$ cat src/rtl/rv32i_types_pkg.sv
// Shared RV32I front-end types: machine word, canonical NOP and fetch FSM states.
package rv32i_types_pkg;

  typedef logic [31:0] word_t;

  localparam word_t RV32I_NOP = 32'h0000_0013;

  typedef enum logic {
    FETCH   = 1'b0,
    DISCARD = 1'b1
  } fetch_state_t;

  // Sequential PC step; wraps silently at the top of the address space.
  function automatic word_t pcPlus4(input word_t pc);
    return pc + 32'd4;
  endfunction

endpackage

$ cat src/rtl/fetch_skid_buffer.sv
// One-entry holding register for a fetch that completed while execute was stalled.
// Entry layout is {valid, instr, pc}; pc4 is recomputed by the consumer on pop.
module fetch_skid_buffer
  import rv32i_types_pkg::*;
(
  input  logic  clk_i,
  input  logic  rst_i,
  input  logic  push_i,
  input  logic  pop_i,
  input  logic  clear_i,
  input  word_t instr_i,
  input  word_t pc_i,
  output logic  valid_o,
  output word_t instr_o,
  output word_t pc_o
);

  logic [64:0] entry_q, entry_d;

  always_comb begin
    entry_d = entry_q;
    if (clear_i) begin
      entry_d = '0;
    end else if (push_i) begin
      entry_d = {1'b1, instr_i, pc_i};
    end else if (pop_i) begin
      entry_d[64] = 1'b0;
    end
  end

  always_ff @(posedge clk_i) begin
    if (rst_i) begin
      entry_q <= '0;
    end else begin
      entry_q <= entry_d;
    end
  end

  assign valid_o = entry_q[64];
  assign instr_o = entry_q[63:32];
  assign pc_o    = entry_q[31:0];

endmodule

$ cat src/rtl/fetch_stage.sv
// Fetch stage: owns the PC, issues instruction-bus reads and fills the fetch/execute latch.
// A redirect during an outstanding read parks in DISCARD until the stale response returns.
module fetch_stage
  import rv32i_types_pkg::*;
#(
  parameter word_t RESET_PC = 32'h0000_0200
) (
  input  logic        CLK,
  input  logic        RST,
  input  logic        update_pc,
  input  logic [31:0] update_addr,
  input  logic        flush,
  input  logic        stall,
  output logic        iren,
  output logic [31:0] iaddr,
  input  logic        ibusy,
  input  logic [31:0] irdata,
  output logic        fe_valid,
  output logic [31:0] fe_instr,
  output logic [31:0] fe_pc,
  output logic [31:0] fe_pc4,
  output logic        fe_fault,
  output logic        imem_busy
);

  fetch_state_t state_q, state_d;
  word_t        pc_q, pc_d;
  word_t        redirectPc_q, redirectPc_d;
  logic         faultDone_q, faultDone_d;
  logic         feValid_q, feValid_d;
  word_t        feInstr_q, feInstr_d;
  word_t        fePc_q, fePc_d;
  word_t        fePc4_q, fePc4_d;
  logic         feFault_q, feFault_d;

  logic  skidPush, skidPop, skidClear, skidValid;
  word_t skidInstr, skidPc;
  logic  pcAligned, readDone, fetchDone, faultPending;

  // No new read may start while the skid holds an entry, so a push never meets a full buffer.
  assign pcAligned    = (pc_q[1:0] == 2'b00);
  assign iren         = (state_q == DISCARD) || (!skidValid && pcAligned);
  assign iaddr        = pc_q;
  assign imem_busy    = iren & ibusy;
  assign readDone     = iren & ~ibusy;
  assign fetchDone    = readDone && (state_q == FETCH) && !update_pc;
  assign faultPending = (state_q == FETCH) && !pcAligned && !faultDone_q && !update_pc;

  always_comb begin
    state_d      = state_q;
    pc_d         = pc_q;
    redirectPc_d = redirectPc_q;
    faultDone_d  = faultDone_q;
    feValid_d    = feValid_q;
    feInstr_d    = feInstr_q;
    fePc_d       = fePc_q;
    fePc4_d      = fePc4_q;
    feFault_d    = feFault_q;
    skidPush     = 1'b0;
    skidPop      = 1'b0;
    skidClear    = 1'b0;

    case (state_q)
      FETCH: begin
        if (update_pc) begin
          if (iren && ibusy) begin
            state_d      = DISCARD;
            redirectPc_d = update_addr;
          end else begin
            pc_d        = update_addr;
            faultDone_d = 1'b0;
          end
        end else if (readDone) begin
          pc_d = pcPlus4(pc_q);
        end
      end
      DISCARD: begin
        if (update_pc) begin
          redirectPc_d = update_addr;
        end
        if (readDone) begin
          state_d     = FETCH;
          pc_d        = update_pc ? update_addr : redirectPc_q;
          faultDone_d = 1'b0;
        end
      end
      default: state_d = FETCH;
    endcase

    // Latch priority: flush, then stall, then draining the skid, then new work.
    if (flush) begin
      feValid_d = 1'b0;
      skidClear = 1'b1;
    end else if (stall) begin
      skidPush = fetchDone;
    end else if (skidValid) begin
      skidPop   = 1'b1;
      feValid_d = 1'b1;
      feInstr_d = skidInstr;
      fePc_d    = skidPc;
      fePc4_d   = pcPlus4(skidPc);
      feFault_d = 1'b0;
    end else if (fetchDone) begin
      feValid_d = 1'b1;
      feInstr_d = irdata;
      fePc_d    = pc_q;
      fePc4_d   = pcPlus4(pc_q);
      feFault_d = 1'b0;
    end else if (faultPending) begin
      feValid_d   = 1'b1;
      feInstr_d   = RV32I_NOP;
      fePc_d      = pc_q;
      fePc4_d     = pcPlus4(pc_q);
      feFault_d   = 1'b1;
      faultDone_d = 1'b1;
    end else begin
      feValid_d = 1'b0;
    end
  end

  always_ff @(posedge CLK) begin
    if (RST) begin
      state_q      <= FETCH;
      pc_q         <= RESET_PC;
      redirectPc_q <= RESET_PC;
      faultDone_q  <= 1'b0;
      feValid_q    <= 1'b0;
      feInstr_q    <= RV32I_NOP;
      fePc_q       <= '0;
      fePc4_q      <= '0;
      feFault_q    <= 1'b0;
    end else begin
      state_q      <= state_d;
      pc_q         <= pc_d;
      redirectPc_q <= redirectPc_d;
      faultDone_q  <= faultDone_d;
      feValid_q    <= feValid_d;
      feInstr_q    <= feInstr_d;
      fePc_q       <= fePc_d;
      fePc4_q      <= fePc4_d;
      feFault_q    <= feFault_d;
    end
  end

  fetch_skid_buffer uSkid (
    .clk_i   (CLK),
    .rst_i   (RST),
    .push_i  (skidPush),
    .pop_i   (skidPop),
    .clear_i (skidClear),
    .instr_i (irdata),
    .pc_i    (pc_q),
    .valid_o (skidValid),
    .instr_o (skidInstr),
    .pc_o    (skidPc)
  );

  assign fe_valid = feValid_q;
  assign fe_instr = feInstr_q;
  assign fe_pc    = fePc_q;
  assign fe_pc4   = fePc4_q;
  assign fe_fault = feFault_q;

endmodule

$ cat config.mk
export PLATFORM = sky130hd
export DESIGN_NAME = fetch_stage
export DESIGN_NICKNAME = d
export VERILOG_FILES = /design/src/rtl/rv32i_types_pkg.sv /design/src/rtl/fetch_skid_buffer.sv /design/src/rtl/fetch_stage.sv
export SDC_FILE = /design/constraint.sdc
export NUM_CORES = 1
export LEC_CHECK = 0
export ABC_AREA = 1
export CAP_MARGIN = 40
export CORE_MARGIN = 1
export CORE_UTILIZATION = 30
export DETAILED_ROUTE_END_ITERATION = 8
export GPL_TIMING_DRIVEN = 0
export PLACE_DENSITY = 0.51
export SETUP_SLACK_MARGIN = 0.4
export SYNTH_ARGS = -nofsm -noshare
export SYNTH_HDL_FRONTEND = slang
export SYNTH_SLANG_ARGS = --single-unit
$ cat constraint.sdc
create_clock -name CLK -period 2.8 [get_ports CLK]
set_input_delay 0.28 -clock CLK [delete_from_list [all_inputs] [get_ports CLK]]
set_output_delay 0.28 -clock CLK [all_outputs]
set_load 0.05 [all_outputs]
== Word level (Yosys, flattened, before mapping) ==
Index checks and enable logic that the tools add are counted.
Storage, ports and cells
  register bits after elaboration: 229
  input port bits: 70
  output and inout bits: 132
  word-level logic and storage cells: 89
Cells by class
  add/sub/neg operators: 2
  equal/unequal tests: 5
  muxes and demuxes: 45
  bitwise logic cells: 6
  reduce and logical (&&, ||, !) cells: 20
Operators by type and width (number)
  $mux 32: 16
  $pmux 32 s2: 2
  $add 32x3->32 const B: 2
  $mux 1: 25
  $logic_and 1x1->1: 7
  $ne 3x3->1 const B: 2
  $reduce_and 3->1: 2
  $logic_not 1->1: 4
  $ne 2x1->1 const B: 2
  $not 1->1: 4
  $pmux 1 s2: 2
  $reduce_or 2->1: 2
  $reduce_bool 3->1: 1
  $and 1x1->1: 2
  $logic_not 2->1: 1
  $ne 2x2->1 const B: 1
  $reduce_and 2->1: 1
  $reduce_bool 2->1: 1
  $logic_or 1x1->1: 1

== Depth between registers and ports, before layout ==
Gate-level depths: netlist of run 1.
  depth in word-level cells: 12
  mapped depth: 14
  depth with buffers taken out: 12

== Modules after synthesis ==
From an unflattened synthesis of run 1, not the netlist that was laid out.
Second synthesis, totals
  cells, all modules: 1741
  area total of the unflattened synthesis: 11403.4 um^2
Modules (own cells, without submodules)
  fetch_stage: times used 1, cells an instance 1456, area an instance 9046.2 um^2, sequential area each 3243.1 um^2
  fetch_skid_buffer: times used 1, cells an instance 285, area an instance 2357.3 um^2, sequential area each 1301.2 um^2

== Worst setup path before layout of run 1 ==
OpenSTA, ideal clock, no wires.
  path kind: register to register
  from: reg pc_q[2] (netlist: iaddr[2])
  to: reg fePc4_q[22] (netlist: fe_pc4[22])
  library setup time: 0.109 ns
  data arrival time: 1.937 ns
  data required time: 2.691 ns
  path slack: 0.754 ns
  stages on the path, launching flop included: 11
  path buffers: 0
  path through: dfxtp_1 -> ha_1 -> nand2_1 -> nor2_1 -> inv_1 -> nor2_1 -> nand4_1 -> nand3_1 -> nand3_1 -> nand2_1 -> inv_1
On the way
  longest elaborated chain between the ends: 4
Ends and longest elaborated chain
  start, declared: line fetch_stage.sv:27  | word_t pc_q, pc_d;
  start signal, assigned: line fetch_stage.sv:134  | pc_q <= pc_d;
  $add 32x3->32 (*): line rv32i_types_pkg.sv:15  | return pc + 32'd4;
  $mux 32: line fetch_stage.sv:109  | end else if (faultPending) begin
  $mux 32 (*): line fetch_stage.sv:103  | end else if (fetchDone) begin
  $mux 32 (*): line fetch_stage.sv:96  | end else if (skidValid) begin
  end signal, assigned: line fetch_stage.sv:140  | fePc4_q <= fePc4_d;
  end, declared: line fetch_stage.sv:33  | word_t fePc4_q, fePc4_d;
Mark *: on every way between the ends. The rest lies on a longest branch, timed or not. The select of a mux whose other input is x is not followed.
A chain may end at the register's enable or synchronous reset.

== Worst setup path after layout of run 1 ==
  from: reg pc_q[9] (netlist: iaddr[9])
  to: out iaddr[9]
RTL lines
  end, declared: line fetch_stage.sv:15  | output logic [31:0] iaddr,
No word-level cell between the ends.

==> results of run 1 <==
cells by family after synthesis:
logic type | Yosys count | share of synthesized area
AO/OA/AOI/OAI | 449 | 0.215
adder cells (fa/ha/maj) | 2 | 0.00220
AND/OR/NAND/NOR | 773 | 0.279
XOR/XNOR | 13 | 0.0100
buffers and inverters | 236 | 0.0937
flip-flops | 227 | 0.400
power by group:
part / leakage, nW / switching, mW / total (mW) / internal [mW]
Combinational: 3.11 / 1.35 / 1.97 / 0.613
Sequential: 1.85 / 0.246 / 3.67 / 3.42
Clock: 0.482 / 1.52 / 3.83 / 2.31
metrics by stage:
stage	power [mW]	utilization	hold WS, ns	cells	cell area [um^2]
2_1_floorplan	4.82	-	0.404	1700	11300
3_3_place_gp	5.67	0.379	0.436	2403	14000
3_5_place_dp	5.68	0.379	0.443	2404	14000
4_1_cts	9.52	0.405	0.123	2452	15000
5_1_grt	9.80	0.406	0.180	2452	15000
6_report	9.46	0.406	0.144	2452	15000
final cells by class:
cell class,count,area (um^2)
sequential,227,4550
fill,3951,21900
clock buffer,38,818
tap,504,631
inverter,138,520
clock inverter,10,150
timing repair buffer,200,2000
multi-input combinational,1237,5750
buffer,98,546
registers in the layout, indices dropped and copies added, names as in the netlist:
| register | flops |
|---|---|
| uSkid.entry_q | 65 |
| fe_instr | 32 |
| fe_pc | 32 |
| iaddr | 32 |
| redirectPc_q | 32 |
| fe_pc4 | 30 |
| faultDone_q | 1 |
| fe_fault | 1 |
| fe_valid | 1 |
| state_q | 1 |
placed cells by master, fill, tap and decap left out, types with 13 or more instances in the layout:
cell and count:
a21oi_2 20, nand2_2 21, inv_1 132, nand2_1 429, clkbuf_16 28, nor2_1 217
nand3_1 76, a31oi_1 13, clkbuf_1 56, a21oi_1 150, o21ai_0 230, clkdlybuf4s50_1 197
buf_2 15, dfxtp_1 226
timing repair:
action / 4_1_cts / 5_1_grt
resized for setup: 3 / 12
cloned: 0 / 0
endpoints found under the setup margin: 12 / 17
routing by layer:
layer  global-route usage  vias to the layer above
li1                     -                     5995
met1                0.354                     5682
met2                0.413                      399
met3               0.0311                       66
met4               0.0605                        0
met5                    0                        -
final timing paths:
check,to,slack (ns)
setup / recovery,iaddr[9],0.44
hold / removal,redirectPc_q[26],0.14
setup reg to reg,uSkid.entry_q[25],0.49
hold reg to reg,uSkid.entry_q[36],0.45
==> impl_results.md, run 1 <==
* Run status: complete, no violations
* CTS root buf: clkbuf_16
* Final wirelength at 49.3 mm
* Average size of a mapped cell at 6.67 um^2
* CTS tree: built
* Mapped Area at 11300 um^2
* CP Launch Point: iaddr[9]
* Synth warnings at 0
* H-tree Lvls at 1
* Req. time, crit path at 2.52 ns
* Max Buffers Root-to-Sink at 3
* Met3 routed WL at 2.87 mm
* Setup WS pre-CTS at 0.258 ns
* M1 wire length at 22.9 mm
* Layout Nets at 2002
* Most frequent cell after synthesis: nand2_1
* Met2 WL at 22.4 mm
* Core Area at 36900 um^2
* Worst setup SP type: flip-flop
* IO buf count at 199
* Largest area contributor in the netlist: dfxtp_1
* Hold Crit Start: update_pc
* Critical Path Max Stage Delay at 0.91 ns
* Asr flop ratio synth at 0
* Max Slew Vio Count at 0
* Drt wl/cell at 20.1 um
* Cell depth of the worst setup path at 1
* Vias at 12100
* CTS buffer count at 28
* Synth unique cells at 43
* Main flop type after synthesis: dfxtp_1
* WP buf/inv at 1
* GRT Overall Usage at 0.253
* Post-CTS setup buffer count at 0
* Crit path max-delay family: buffers and inverters
* Share of the synthesized area in the top cell type at 0.400
* Post-synth top cells: nand2_1, o21ai_0, dfxtp_1
* Antenna violations before repair at 1
* Number of global-route vias before repair at 11400
* First-pass GRT wire length at 73.4 mm
* Number of detailed-route iterations in the first pass at 5
* Top Layer Used: met4
* Crit Path Class: flip-flop to output port
* Worst Path Arrival at 2.08 ns
* FF+latch count, synth at 227
* MaxCap Viol Count at 0
* DRT iter0 DRCs at 853
* Antenna diodes at 0
* Chip height at 196 um
* Post-synth EDFFs at 0
* Sequential area share after synthesis at 0.400
* Worst Reg2Reg Path Length in Cells at 9
* Fmax at 423 MHz
* DRC violations left at 0
* Die area at 38600 um^2
* Share of layout cells above drive strength 1 at 0.0760
* # clock sinks at 227
* Hold violation count in the final report at 0
* Pwr dens at 633 nW/um^2
* Final setup viols at 0
* Largest net degree at the start of global routing at 16
* Slew @ Worst Pin at 0.870 ns
* Clock skew at 0.0180 ns
* Period utilisation layout at 0.844
* CP cell instances: clkdlybuf4s50_1
* Synthesized netlist cell count at 1700
* GRT overflow at 0
* Synth top area cells: dfxtp_1, nand2_1, o21ai_0, nor2_1, a21oi_1
* I/O pins at 202
* CTS clk-pin slew, worst paths at 0.06 ns
* Gp weighted congestion at 0.957
* Setup TNS Final at 0 ns
* Initial Utilization at 0.308
* Post-route worst setup slack at 0.437 ns
* Worst VDD drop at 0.540 mV
* Final min period at 2.36 ns
* CP max FO at 7
* Hold-fix buffers at CTS at 0
* RSZ-0062 raised after global routing: no
* DR vias/cell at 4.95
* Slew headroom at 0.415
* Worst R2R Start: uSkid.entry_q[64]
* Worst hold path depth at 5
* LEAKAGE at 5.44 nW
* Min-Delay Path Class: input pin to flip-flop
* Clk_lat worst skew at 0.58 ns
* Die W at 196 um
* Slowest cell on crit path: clkdlybuf4s50_1
* Post-DP HPWL at 39.2 mm
* Routed Antenna Nets at 0
* Row cnt at 70
* Post-Syn Nets at 1772
* Area growth, synth to finish at 31.8%
* Worst Setup End Kind: output port
Note: power is estimated with default switching activity, not from simulation.
==> inputs of run 2 (changes only) <==
clock period = 2.3 ns   (was 2.8 ns; I/O delays follow)
==> run 2 against run 1 <==
Net effect:
- sequential power rose by 22%
- worst hold slack improved by 0.0019 ns
- die area did not move
- global-route usage grew 0.34 points
- final cell count increased by 0.65%
- worst setup slack lost 0.0077 ns
- wire length up 2.1%
- via count grew 1.8%
- combinational power grew 22%
- cell area grew 2.4%
- non-clock buffer count is 12 higher
- power grew 22%
- highest routed layer unchanged
==> impl_results.md, run 2 (synthesis results as in run 1) <==
* Run status: complete, no violations
* Slew @ Worst Pin at 0.855 ns (-0.0155 ns)
* First-pass GRT wire length at 74.3 mm (+1.2%)
* # clock sinks at 227 (unchanged)
* Worst VDD drop at 0.572 mV (+5.9%)
* LEAKAGE at 6.08 nW (+12%)
* Gp weighted congestion at 0.989 (+3.4%)
* Most flops, register: uSkid.entry_q
* Final Instance Count excl. Fillers at 2468 (+0.65%)
* Worst Reg2Reg Path Length in Cells at 8 (-1)
* Worst Path Arrival at 1.64 ns (-0.44 ns)
* DRT iter0 DRCs at 1159 (+36%)
* H-tree Lvls at 1 (unchanged)
* Req. time, crit path at 2.07 ns (-0.45 ns)
* Worst Setup End Kind: output port
* Placed Cells incl. Taps at 2404 (unchanged)
* Number of detailed-route iterations in the first pass at 6 (+1)
* Chip height at 196 um (unchanged)
* Number of global-route vias before repair at 11800 (+2.7%)
* Vias at 12400 (+1.8%)
* Max Slew Vio Count at 0 (unchanged)
* Core Area at 36900 um^2 (unchanged)
* Max Buffers Root-to-Sink at 3 (unchanged)
* DRC violations left at 0 (unchanged)
* Setup crit end: iaddr[2]
* Die W at 196 um (unchanged)
* Share of layout cells above drive strength 1 at 0.130 (+0.0539)
* Min-Delay Path Class: input pin to flip-flop
* Max reg flops at 65 (unchanged)
* CP max FO at 6 (-1)
* CTS tree: built
* I/O pins at 202 (unchanged)
* CTS root buf: clkbuf_16
* Clk_lat worst skew at 0.55 ns (-0.03 ns)
* MaxCap Viol Count at 0 (unchanged)
* Final setup viols at 0 (unchanged)
* Routed Antenna Nets at 0 (unchanged)
* RSZ-0062 raised after global routing: yes
* Hold-fix buffers at CTS at 0 (unchanged)
* GRT Overall Usage at 0.257 (+0.00338)
* Internal reg-to-reg setup slack at 0.45 ns (-0.04 ns)
* Commonest non-fill, non-tap cell in the layout: nand2_1
* Clock skew at 0.0124 ns (-0.00555 ns)
* Slew headroom at 0.430 (+0.0148)
* Die area at 38600 um^2 (unchanged)
* Hold violation count in the final report at 0 (unchanged)
* Drt wl/cell at 20.4 um (+1.4%)
* CTS buffer count at 28 (unchanged)
* Fmax at 535 MHz
* Final min period at 1.87 ns
* Final wirelength at 50.4 mm (+2.1%)
* DR vias/cell at 5.01 (+1.2%)
* Area growth, synth to finish at 35.0%
* Layout Nets at 2014 (+0.60%)
* Most frequent cells in the layout: nand2_1, o21ai_0, nor2_1
* Pwr dens at 751 nW/um^2 (+19%)
* Fin Hold WS at 0.146 ns (+0.00193 ns)
* Fill cell count at 4035 (+2.1%)
* CP Launch Point: iaddr[2]
* Period utilisation layout at 0.813
* Crit Path Class: flip-flop to output port
* Row cnt at 70 (unchanged)
* IO buf count at 199 (unchanged)
* Post-DP HPWL at 39.3 mm (+0.23%)
* Initial Utilization at 0.308 (unchanged)
* Worst setup SP type: flip-flop
* Largest net degree at the start of global routing at 15 (-1)
* Worst R2R Start: iaddr[14]
* Antenna diodes at 0 (unchanged)
* Antenna violations before repair at 0 (-1)
* CTS clk-pin slew, worst paths at 0.06 ns (about the same)
* GRT overflow at 0 (unchanged)
* R2r endpoint: fe_pc4[28]
run 2: how the worst min path moves through the flow:
stage	start	to	slack, ns	cells past startpoint
after floorplan	update_addr[12]	redirectPc_q[12]	0.35	1
after global placement	uSkid.entry_q[33]	uSkid.entry_q[33]	0.44	2
after detailed placement	uSkid.entry_q[0]	uSkid.entry_q[0]	0.45	2
after CTS	update_pc	redirectPc_q[26]	0.12	5
after global routing	update_pc	redirectPc_q[26]	0.18	5
final	update_pc	redirectPc_q[26]	0.15	5
run 2: critical path, stage by stage, from the launching register on:
cell and delay, ns:
dfxtp_4 0.41, buf_4 0.15, dlygate4sd2_1 0.53
run 2: layer usage:
metal	vias to the layer above	GRT usage	share of wire
met4	0	0.0938	0.035
li1	6043	-	-
met5	-	0	0
met3	91	0.0397	0.066
met1	5772	0.348	0.45
met2	459	0.411	0.45
run 2: power by group:
| part | switching (mW) | internal (mW) | leakage [nW] |
|---|---|---|---|
| Combinational | 1.69 | 0.718 | 3.75 |
| Clock | 1.85 | 2.77 | 0.467 |
| Sequential | 0.301 | 4.18 | 1.86 |
run 2: layout make-up:
class                      instances  area [um^2]  area share
multi-input combinational       1237         5970       0.390
clock inverter                    13          159      0.0104
inverter                         138          533      0.0348
clock buffer                      39          802      0.0524
timing repair buffer             212         1980       0.129
sequential                       227         4610       0.301
buffer                            98          629      0.0411
tap                              504          631      0.0412
run 2: metrics by stage:
stage	setup slack, ns	area (um^2)	setup TNS (ns)	power (mW)	util
after global placement	-0.205	14000	-0.843	6.91	0.379
after CTS	0.228	15100	0	11.5	0.408
final	0.430	15300	0	11.5	0.415
after global routing	0.375	15300	0	11.9	0.415
after detailed placement	-0.140	14000	-1.10	6.92	0.379
after floorplan	0.464	11400	0	5.87	-
run 2: what timing repair did:
item / in CTS / in global routing
gates resized for setup: 232 / 102
setup buffers: 5 / 7
pin swaps: 6 / 7
setup endpoints to repair: 328 / 172
